File: src/rtl/cpu_pkg.sv
// Shared CPU definitions used by the fetch front end.
//
// Contents:
//   CPU_XLEN        default datapath width (PC and instruction words)
//   CPU_PC_STEP     default sequential PC increment in bytes
//   CPU_RESET_PC    default first fetch address after reset
//   CPU_FETCH_DEPTH default prefetch FIFO depth
//   fetch_entry_t   one prefetched instruction {pc, inst} at default width
package cpu_pkg;

    localparam int CPU_XLEN        = 32;
    localparam int CPU_PC_STEP     = 4;
    localparam int CPU_FETCH_DEPTH = 4;
    localparam logic [CPU_XLEN-1:0] CPU_RESET_PC = 32'h0000_0000;

    typedef struct packed {
        logic [CPU_XLEN-1:0] pc;
        logic [CPU_XLEN-1:0] inst;
    } fetch_entry_t;

endpackage

File: src/rtl/fetch_fifo.sv
// Circular buffer holding prefetched instructions until decode pulls them.
//
// Ports:
//   clk        system clock
//   rst        synchronous active-high reset (pointers, count, primed flag)
//   flush      empties the queue at the end of this cycle; wins over push/pop
//   push       write push_data at the tail
//   push_data  entry to write
//   pop        advance the head
//   head       entry at the read pointer (stale when the queue is empty)
//   count      current occupancy, 0..DEPTH
//   primed     set by the first push after reset; head is undefined until then
module fetch_fifo #(
    parameter int DEPTH = 4,
    parameter int WIDTH = 64,
    localparam int AW   = $clog2(DEPTH),
    localparam int CW   = AW + 1
) (
    input  logic             clk,
    input  logic             rst,
    input  logic             flush,
    input  logic             push,
    input  logic [WIDTH-1:0] push_data,
    input  logic             pop,
    output logic [WIDTH-1:0] head,
    output logic [CW-1:0]    count,
    output logic             primed
);

    logic [WIDTH-1:0] mem [DEPTH];
    logic [AW-1:0]    rd_ptr;
    logic [AW-1:0]    wr_ptr;

    // NOTE: the storage array is deliberately left out of reset; consumers
    // gate the head with 'primed', so clearing every entry would buy nothing.
    always_ff @(posedge clk) begin
        if (push && !flush) begin
            mem[wr_ptr] <= push_data;
        end
    end

    // NOTE: sequential state uses non-blocking assignments only, so every
    // register samples pre-edge values regardless of statement order.
    always_ff @(posedge clk) begin
        if (rst) begin
            rd_ptr <= '0;
            wr_ptr <= '0;
            count  <= '0;
            primed <= 1'b0;
        end else if (flush) begin
            rd_ptr <= '0;
            wr_ptr <= '0;
            count  <= '0;
        end else begin
            // DEPTH is a power of two, so the pointers wrap on their own.
            if (push) begin
                wr_ptr <= wr_ptr + 1'b1;
                primed <= 1'b1;
            end
            if (pop) begin
                rd_ptr <= rd_ptr + 1'b1;
            end
            count <= count + CW'(push) - CW'(pop);
        end
    end

    assign head = mem[rd_ptr];

endmodule

File: src/rtl/fetch_queue.sv
// Instruction-fetch front end: PC generator, one-cycle-latency instruction
// memory request port and a prefetch FIFO toward decode. Redirects from
// later stages flush the queue and drop the read that is in flight.
//
// Ports:
//   clk          system clock
//   pcrst        synchronous active-high reset
//   imem_req     read request this cycle
//   imem_addr    read address (valid with imem_req)
//   imem_rdata   read data, valid the cycle after an accepted request
//   dec_valid    queue head valid toward decode
//   dec_ready    decode accepts the head
//   dec_inst     head instruction
//   dec_pc       head PC
//   dec_npc      head PC + PC_STEP
//   redir_valid  redirect request from execute
//   redir_pc     redirect target
//   q_count      current queue occupancy
module fetch_queue
    import cpu_pkg::*;
#(
    parameter int XLEN  = CPU_XLEN,
    parameter int DEPTH = CPU_FETCH_DEPTH,
    parameter logic [XLEN-1:0] RESET_PC = CPU_RESET_PC,
    parameter int PC_STEP = CPU_PC_STEP,
    localparam int CW   = $clog2(DEPTH) + 1
) (
    input  logic            clk,
    input  logic            pcrst,
    output logic            imem_req,
    output logic [XLEN-1:0] imem_addr,
    input  logic [XLEN-1:0] imem_rdata,
    output logic            dec_valid,
    input  logic            dec_ready,
    output logic [XLEN-1:0] dec_inst,
    output logic [XLEN-1:0] dec_pc,
    output logic [XLEN-1:0] dec_npc,
    input  logic            redir_valid,
    input  logic [XLEN-1:0] redir_pc,
    output logic [CW-1:0]   q_count
);

    // Same layout as cpu_pkg::fetch_entry_t, sized by this instance's XLEN.
    typedef struct packed {
        logic [XLEN-1:0] pc;
        logic [XLEN-1:0] inst;
    } entry_t;

    logic [XLEN-1:0] fetch_pc;
    logic            inflight;
    logic [XLEN-1:0] inflight_pc;

    logic            push;
    logic            pop;
    logic [CW:0]     occupancy;
    entry_t          push_entry;
    entry_t          head_entry;
    entry_t          head_raw;
    logic [CW-1:0]   count;
    logic            primed;

    // NOTE: every always_comb output gets a default first so no path leaves
    // a signal unassigned, which would otherwise infer a latch.
    always_comb begin
        dec_valid = 1'b0;
        pop       = 1'b0;
        push      = 1'b0;
        occupancy = '0;
        imem_req  = 1'b0;
        imem_addr = fetch_pc;

        // A redirect cycle hides the head and drops the arriving response.
        dec_valid = (count != '0) && !redir_valid;
        pop       = dec_valid && dec_ready;
        push      = inflight && !redir_valid;

        // Entries held plus the one landing next cycle, less the one leaving
        // now; a request is only issued if that data is sure to have a slot.
        occupancy = {1'b0, count} + (CW+1)'(inflight) - (CW+1)'(pop);
        imem_req  = !pcrst && (redir_valid || (occupancy < (CW+1)'(DEPTH)));
        imem_addr = redir_valid ? redir_pc : fetch_pc;
    end

    always_ff @(posedge clk) begin
        if (pcrst) begin
            fetch_pc    <= RESET_PC;
            inflight    <= 1'b0;
            inflight_pc <= '0;
        end else if (imem_req) begin
            inflight    <= 1'b1;
            inflight_pc <= imem_addr;
            fetch_pc    <= imem_addr + XLEN'(PC_STEP);
        end else begin
            inflight    <= 1'b0;
        end
    end

    assign push_entry = '{pc: inflight_pc, inst: imem_rdata};

    fetch_fifo #(
        .DEPTH (DEPTH),
        .WIDTH ($bits(entry_t))
    ) u_fifo (
        .clk       (clk),
        .rst       (pcrst),
        .flush     (redir_valid),
        .push      (push),
        .push_data (push_entry),
        .pop       (pop),
        .head      (head_raw),
        .count     (count),
        .primed    (primed)
    );

    // Until the first entry lands after reset the head reads as all zeros.
    assign head_entry = primed ? head_raw : '0;

    assign dec_pc   = head_entry.pc;
    assign dec_inst = head_entry.inst;
    assign dec_npc  = primed ? head_entry.pc + XLEN'(PC_STEP) : '0;
    assign q_count  = count;

endmodule

File: config.mk
export PLATFORM = sky130hd
export DESIGN_NAME = fetch_queue
export DESIGN_NICKNAME = d
export VERILOG_FILES = /design/src/rtl/cpu_pkg.sv /design/src/rtl/fetch_fifo.sv /design/src/rtl/fetch_queue.sv
export SDC_FILE = /design/constraint.sdc
export NUM_CORES = 1
export LEC_CHECK = 0
export CAP_MARGIN = 25
export CORE_MARGIN = 2
export CORE_UTILIZATION = 45
export DETAILED_ROUTE_END_ITERATION = 8
export DONT_BUFFER_PORTS = 1
export PLACE_DENSITY = 0.68
export SLEW_MARGIN = 20
export SYNTH_ARGS = -nofsm -noshare
export SYNTH_HDL_FRONTEND = slang
export SYNTH_SLANG_ARGS = --single-unit
export TNS_END_PERCENT = 30
File: constraint.sdc
create_clock -name clk -period 4.16 [get_ports clk]
set_clock_uncertainty 0.15 [all_clocks]
set_input_delay 0.208 -clock clk [delete_from_list [all_inputs] [get_ports clk]]
set_output_delay 0.208 -clock clk [all_outputs]
set_load 0.05 [all_outputs]
==> flow_summary.toml, run 1 <==
[critical_path]
cp.arrival_ns = 3.51
crit_fanout = 18
cpPeakStageDelay_ns = 0.37
start_kind = "register"
timing.critical_path.buf_inv = 4
cp.required_ns = 3.80
setup.worst_path.class = "reg -> out"
cp_top_family = "simple AND/OR/NAND/NOR gates"
path_cells = "inv_1, a31oi_4, and2_1, ha_1, inv_1, ha_1, and3b_1, o211a_1, or3_1, nand2_1, clkinvlp_4, buf_4"
worst_path_max_delay_cell = "or3_1"
end_kind = "primary output"

[timing]
relSlewSlack_pct = 31.4
whs_ns = 0.0162
finalHoldViolations = 0
period_needed_ns = 3.87
worst_pin_slew_ns = 1.02
rsz0062_at_grt = "false"
fmax_ghz = 0.258
fin_setup_tns_ns = 0
finalMaxSlewViolations = 0
timing.final.crit_share_pct = 93.0
setup_viol = 0

[synthesis]
seq_area_frac_synth_pct = 64.4
synth_ff_type = "edfxtp_1"
ys_ff_latch = 329
syn_nets = 1052
synth_cells = 973
yosys.area.top_type = "edfxtp_1"
post_synth.cell_area_avg_um2 = 14.6
yosysTopAreaCellShare_pct = 54.1
synth_cell_types = 67
synth-compound-area-share_pct = 4.49
ys_warn_count = 0
synth_mux_area_share_pct = 13.9
synth_top_family_by_area = "multiplexers"
synthXorXnorAreaFrac_pct = 2.03
synth.top_cells.by_area = "edfxtp_1 (54%), dfxtp_1 (10%), mux4_2 (7.1%)"
synth_edf_count = 256
yosys.area_share.simple_pct = 11.4
synth-async-reset-ratio_pct = 0
synth_area_um2 = 14200
synthAdderAreaFrac_pct = 1.02

[global_route]
grt_use_met1_pct = 27.8
first_global_vias = 8709
grt_max_degree = 65
met3_usage_pct = 5.23
overflow = 0
antenna_found_initial = 0
track_usage_pct = 19.9
grt_pass1_wl_mm = 50.9
use_met2_pct = 31.5
gr-max-usage-layer = "met2"

[clock_tree]
clock_path_buffers = 3
htree_levels = 2
path_clk_slew_ns = 0.06
cts_tree = "done"
clk_latency_ns = 0.50
cts_inserted_buffers = 34
cts.sinks = 329
root_buffer = "clkbuf_16"

[detailed_routing]
wl_per_cell_um = 22.1
drc_errors = 0
avgViaCountPerCell = 5.73
vias = 8549
drtIter0Drc = 740
finalWirelength_mm = 33.0
antenna_left = 0
drt_pass1_iterations = 5

[floorplan]
die_area_um2 = 33000
die_h_um = 182
row_count = 65
ios = 201
initial_utilization_pct = 45.4
die_w_um = 182
core_region_area_um2 = 31300

[finish]
area_growth_pct = 16.6
final_util_pct = 53.0
antennaDiodeCount = 0
drive_above_1_share_pct = 17.4
num-nets-final = 1145

[pwr]
max-vdd-ir-drop_mv = 0.281
p_leak_nw = 5.62
power-per-cell-area_nw_per_um2 = 452

[place]
hpwl_mm = 20.9
gp_congestion = 0.879
port-buffer-count = 0

[status]
status = "finished clean"

[min_path]
hold_class = "in -> reg"

[flow_run]
drv_cap = 0
==> Yosys cell counts (all sizes together) (9+ instances only) <==
library cell	n
clkbuf	27
dfxtp	73
buf	22
mux4	61
o21ai	40
edfxtp	256
a21oi	13
nand3b	9
nor2	49
nor4	10
nor3	15
nand3	27
or3	12
inv	38
ha	10
xnor2	26
nand2	78
a22o	9
mux2	21
and2	68
mux2i	30
nand4	15
==> worst min-delay path, delay by kind of cell <==
family / cells / cell delay (ns)
xor gates and xnor gates: 1 / 0.06
AOI/OAI and AO/OA: 1 / 0.12
and+or+nand+nor: 3 / 0.24
==> sequential cells by signal, indices dropped and copies added (netlist names), named ones only <==
register	count
inflight	1
fetch_pc	32
u_fifo.wr_ptr	2
u_fifo.mem	256
u_fifo.rd_ptr	2
inflight_pc	30
u_fifo.count	3
u_fifo.primed	1
==> per-stage QoR <==
step                      std cells  setup slack (ns)  cell area [um^2]  power [mW]
final                          1493             0.290             16600        7.49
after global routing           1493            0.0547             16600        7.74
after CTS                      1492            0.0941             16600        7.55
after detailed placement       1369             0.661             14800        4.53
after global placement         1369             0.698             14800        4.51
after floorplan                 973            0.0187             14200        4.38
==> final timing paths <==
kind / end / startpoint / slack [ns] / cells after the start
worst max-delay path: imem_req / u_fifo.count[2] / 0.29 / 12
worst min-delay path: fetch_pc[7] / redir_valid / 0.02 / 5
worst max register to register: fetch_pc[13] / u_fifo.count[2] / 0.44 / 14
worst min register to register: fetch_pc[30] / fetch_pc[30] / 0.30 / 2
==> cell families (layout without fill, tap and decap cells) <==
| kind of cell | Yosys count | after routing |
|---|---|---|
| adders and majority gates | 11 | 11 |
| xor gates and xnor gates | 33 | 33 |
| AOI/OAI and AO/OA | 96 | 96 |
| and+or+nand+nor | 304 | 304 |
| buffers and inverters | 88 | 206 |
| muxes | 112 | 112 |
| DFF | 329 | 329 |
==> per-layer routing <==
layer | routed length [um] | share of wire [%]
met5 | 0 | 0
met4 | 714 | 2.2
met3 | 3150 | 9.5
met2 | 14900 | 45
met1 | 14200 | 43
==> power breakdown <==
group | total, mW | internal [mW] | switching [mW]
clock | 2.96 | 1.76 | 1.20
combinational | 0.788 | 0.218 | 0.570
sequential | 3.75 | 3.67 | 0.0796
total | 7.49 | 5.64 | 1.85
==> final cells by class <==
class	instances	area, um^2
sequential	329	9160
timing repair buffer	106	990
inverter	39	150
fill	2534	14700
tap	402	503
multi-input combinational	556	4700
clock buffer	47	931
clock inverter	14	153
==> layout by cell type, fill, tap and decap left out, types with 4 or more instances in the layout <==
master,Yosys,layout
or2_2,4,4
mux2_2,21,21
a22o_1,9,9
edfxtp_1,256,256
o21ai_0,40,40
dfxtp_1,73,70
clkbuf_16,0,35
nand3_1,26,26
nand3b_1,9,9
and2_1,61,57
and3_1,4,4
mux4_1,16,16
buf_4,5,41
or3_1,11,11
nand2_1,76,76
nand4_1,15,15
a32o_1,5,5
clkinv_1,1,4
and2_4,1,5
mux2i_1,30,30
nor4_1,8,8
nor2_1,49,49
xnor2_1,26,26
mux4_2,45,45
xor2_1,7,7
inv_1,38,38
nor3_1,14,14
a21oi_1,13,13
ha_1,10,10
and2_2,5,5
clkbuf_1,26,11
dlygate4sd3_1,0,61
==> timing repair <==
| action | in CTS | in global routing |
|---|---|---|
| gates resized for setup | 0 | 1 |
| hold buffers | 62 | 0 |
| endpoints found under the setup margin | 0 | 10 |
| setup buffers | 0 | 1 |
| endpoints found under the hold margin | 181 | 0 |
(Power assumes the default switching activity.)
==> inputs of run 2 (changes only) <==
==> constraint.sdc (replaced) <==
create_clock -name clk -period 4.16 [get_ports clk]
set_clock_uncertainty 0.15 [all_clocks]
set_input_delay 0.208 -clock clk [delete_from_list [all_inputs] [get_ports clk]]
set_output_delay 0.208 -clock clk [all_outputs]
set_load 0.02 [all_outputs]
==> run 2 against run 1 <==
Combinational power is 23% lower. Wire length hardly changed. Die area stayed put. First-iteration DRC count is 14% lower. Register-to-register slack worse by 0.23 ns. Flip-flop and latch count stayed put. Hold slack better by 0.0097 ns. Final area is 0.26% lower. Non-clock buffer count is 10 lower. Highest routed layer unchanged.
==> flow_summary.toml, run 2 (synthesized netlist as in run 1, its figures left out) <==
[place]
gp_congestion = 0.843
place_ws_ns = 0.415
port-buffer-count = 0
hpwl_mm = 20.9

[finish]
num-nets-final = 1135
top_register = "u_fifo.mem"
layout_common_cells = "edfxtp_1 (256), nand2_1 (76), dlygate4sd3_1 (71)"
mostFrequentLayoutCell = "edfxtp_1"
drive_above_1_share_pct = 16.0
reg_top3 = "u_fifo.mem (256), fetch_pc (32), inflight_pc (30)"
largest_register_ffs = 256
area_growth_pct = 16.3
antennaDiodeCount = 0

[detailed_routing]
antenna_left = 0
drtIter0Drc = 633
avgViaCountPerCell = 5.74
finalWirelength_mm = 33.0
drc_errors = 0
drt_pass1_iterations = 5
vias = 8514
wl_per_cell_um = 22.3

[floorplan]
die_w_um = 182
row_count = 65
die_h_um = 182
initial_utilization_pct = 45.4
ios = 201
core_region_area_um2 = 31300
die_area_um2 = 33000

[pwr]
p_comb_share_pct = 8.3
p_switching_mw = 1.73
switching_share_pct = 23.8
power-per-cell-area_nw_per_um2 = 438
power_frac_seq_pct = 51.7
p_leak_nw = 5.56
pwr-share-clk_pct = 40.0
p_int_mw = 5.52
max-vdd-ir-drop_mv = 0.265

[clock_tree]
cts_tree = "done"
path_clk_slew_ns = 0.07
clk_latency_ns = 0.51
cts.sinks = 329
clock_path_buffers = 3
htree_levels = 2
cts_inserted_buffers = 34
root_buffer = "clkbuf_16"

[global_route]
first_global_vias = 8742
antenna_found_initial = 0
grt_pass1_wl_mm = 50.6
met3_usage_pct = 5.48
use_met2_pct = 31.1
gr-max-usage-layer = "met2"
overflow = 0
grt_use_met1_pct = 27.0
grt_max_degree = 65
track_usage_pct = 19.9

[critical_path]
crit_fanout = 18
endpoint = "imem_req"
worstRegToRegCells = 14
crit_path_start = "u_fifo.count[2]"
ff2ff_setup_slack_ns = 0.21
start_kind = "register"
end_kind = "primary output"
reg2reg_from = "u_fifo.count[2]"
cp.required_ns = 3.80
timing.rr.end = "fetch_pc[13]"
cp.arrival_ns = 3.66
setup.worst_path.class = "reg -> out"

[timing]
setup_viol = 0
fmax_ghz = 0.249
timing.final.crit_share_pct = 96.5
period_needed_ns = 4.01
worst_pin_slew_ns = 1.01
relSlewSlack_pct = 33.0
setup_ws_ns = 0.147
fin_setup_tns_ns = 0
finalMaxSlewViolations = 0
rsz0062_at_grt = "true"
finalHoldViolations = 0

[min_path]
hold_depth = 5
hold_class = "in -> reg"

[flow_run]
drv_cap = 0

[status]
status = "finished clean"
run 2: cell count changes in the layout (fill, tap and decap cells not counted), sizes merged:
cell	before	now
buf	45	24
bufinv	3	2
clkbuf	47	39
clkinv	8	14
clkinvlp	3	4
dlygate4sd3	61	71
inv	39	41
run 2: worst min-delay path by stage:
stage                        from                to  slack [ns]
global route          redir_pc[5]       fetch_pc[6]        0.03
finish                redir_pc[5]       fetch_pc[6]        0.03
global placement            pcrst     u_fifo.primed        0.13
detailed placement          pcrst     u_fifo.primed        0.13
floorplan           imem_rdata[0]  u_fifo.mem[0][0]        0.16
CTS                   redir_pc[5]       fetch_pc[7]       0.003
run 2: timing repair:
item / 4_1_cts / 5_1_grt
buffers inserted: 0 / 1
pin swaps: 0 / 0
hold endpoints to repair: 189 / 0
resized for setup: 1 / 2
hold buffers: 72 / 0
endpoints found under the setup margin: 1 / 11
run 2: power groups by stage:
| stage | registers (mW) | clock network (mW) | logic, mW |
|---|---|---|---|
| after floorplan | 3.78 | 0 | 0.413 |
| after global placement | 3.81 | 0 | 0.506 |
| after detailed placement | 3.82 | 0 | 0.511 |
| after CTS | 3.75 | 2.96 | 0.597 |
| after global routing | 3.76 | 3.10 | 0.651 |
| final | 3.75 | 2.90 | 0.603 |
run 2: cell type report:
type                            instances  area, um^2
Inverter                               39         148
Timing Repair Buffer                   96         980
Clock inverter                         22         195
Clock buffer                           38         866
Multi-Input combinational cell        556        4690
Fill cell                            2563       14800
Tap cell                              402         503
Sequential cell                       329        9160
run 2: routing by layer:
| layer | wire [um] | share of wire (%) |
|---|---|---|
| met1 | 14000 | 42 |
| met2 | 14800 | 45 |
| met3 | 3300 | 10 |
| met4 | 947 | 2.9 |
| met5 | 0 | 0 |
run 2: metrics by stage:
step / hold slack [ns] / util (%) / instance area [um^2] / cells / power, mW
after floorplan: 0.157 / - / 14200 / 973 / 4.20
after global placement: 0.130 / 46.8 / 14600 / 1347 / 4.32
after detailed placement: 0.131 / 46.8 / 14600 / 1347 / 4.33
after CTS: 0.00284 / 52.5 / 16400 / 1479 / 7.31
after global routing: 0.0330 / 52.8 / 16500 / 1482 / 7.51
final: 0.0258 / 52.8 / 16500 / 1482 / 7.25
run 2: worst max-delay path: stages (launching register included):
cell	delay, ns
dfxtp_1	0.49
inv_1	0.13
a31oi_1	0.25
and2_1	0.22
ha_1	0.16
inv_1	0.07
ha_1	0.28
and3b_1	0.21
o211a_1	0.26
or3_1	0.38
nand2_1	0.12
clkinv_2	0.30
buf_4	0.28
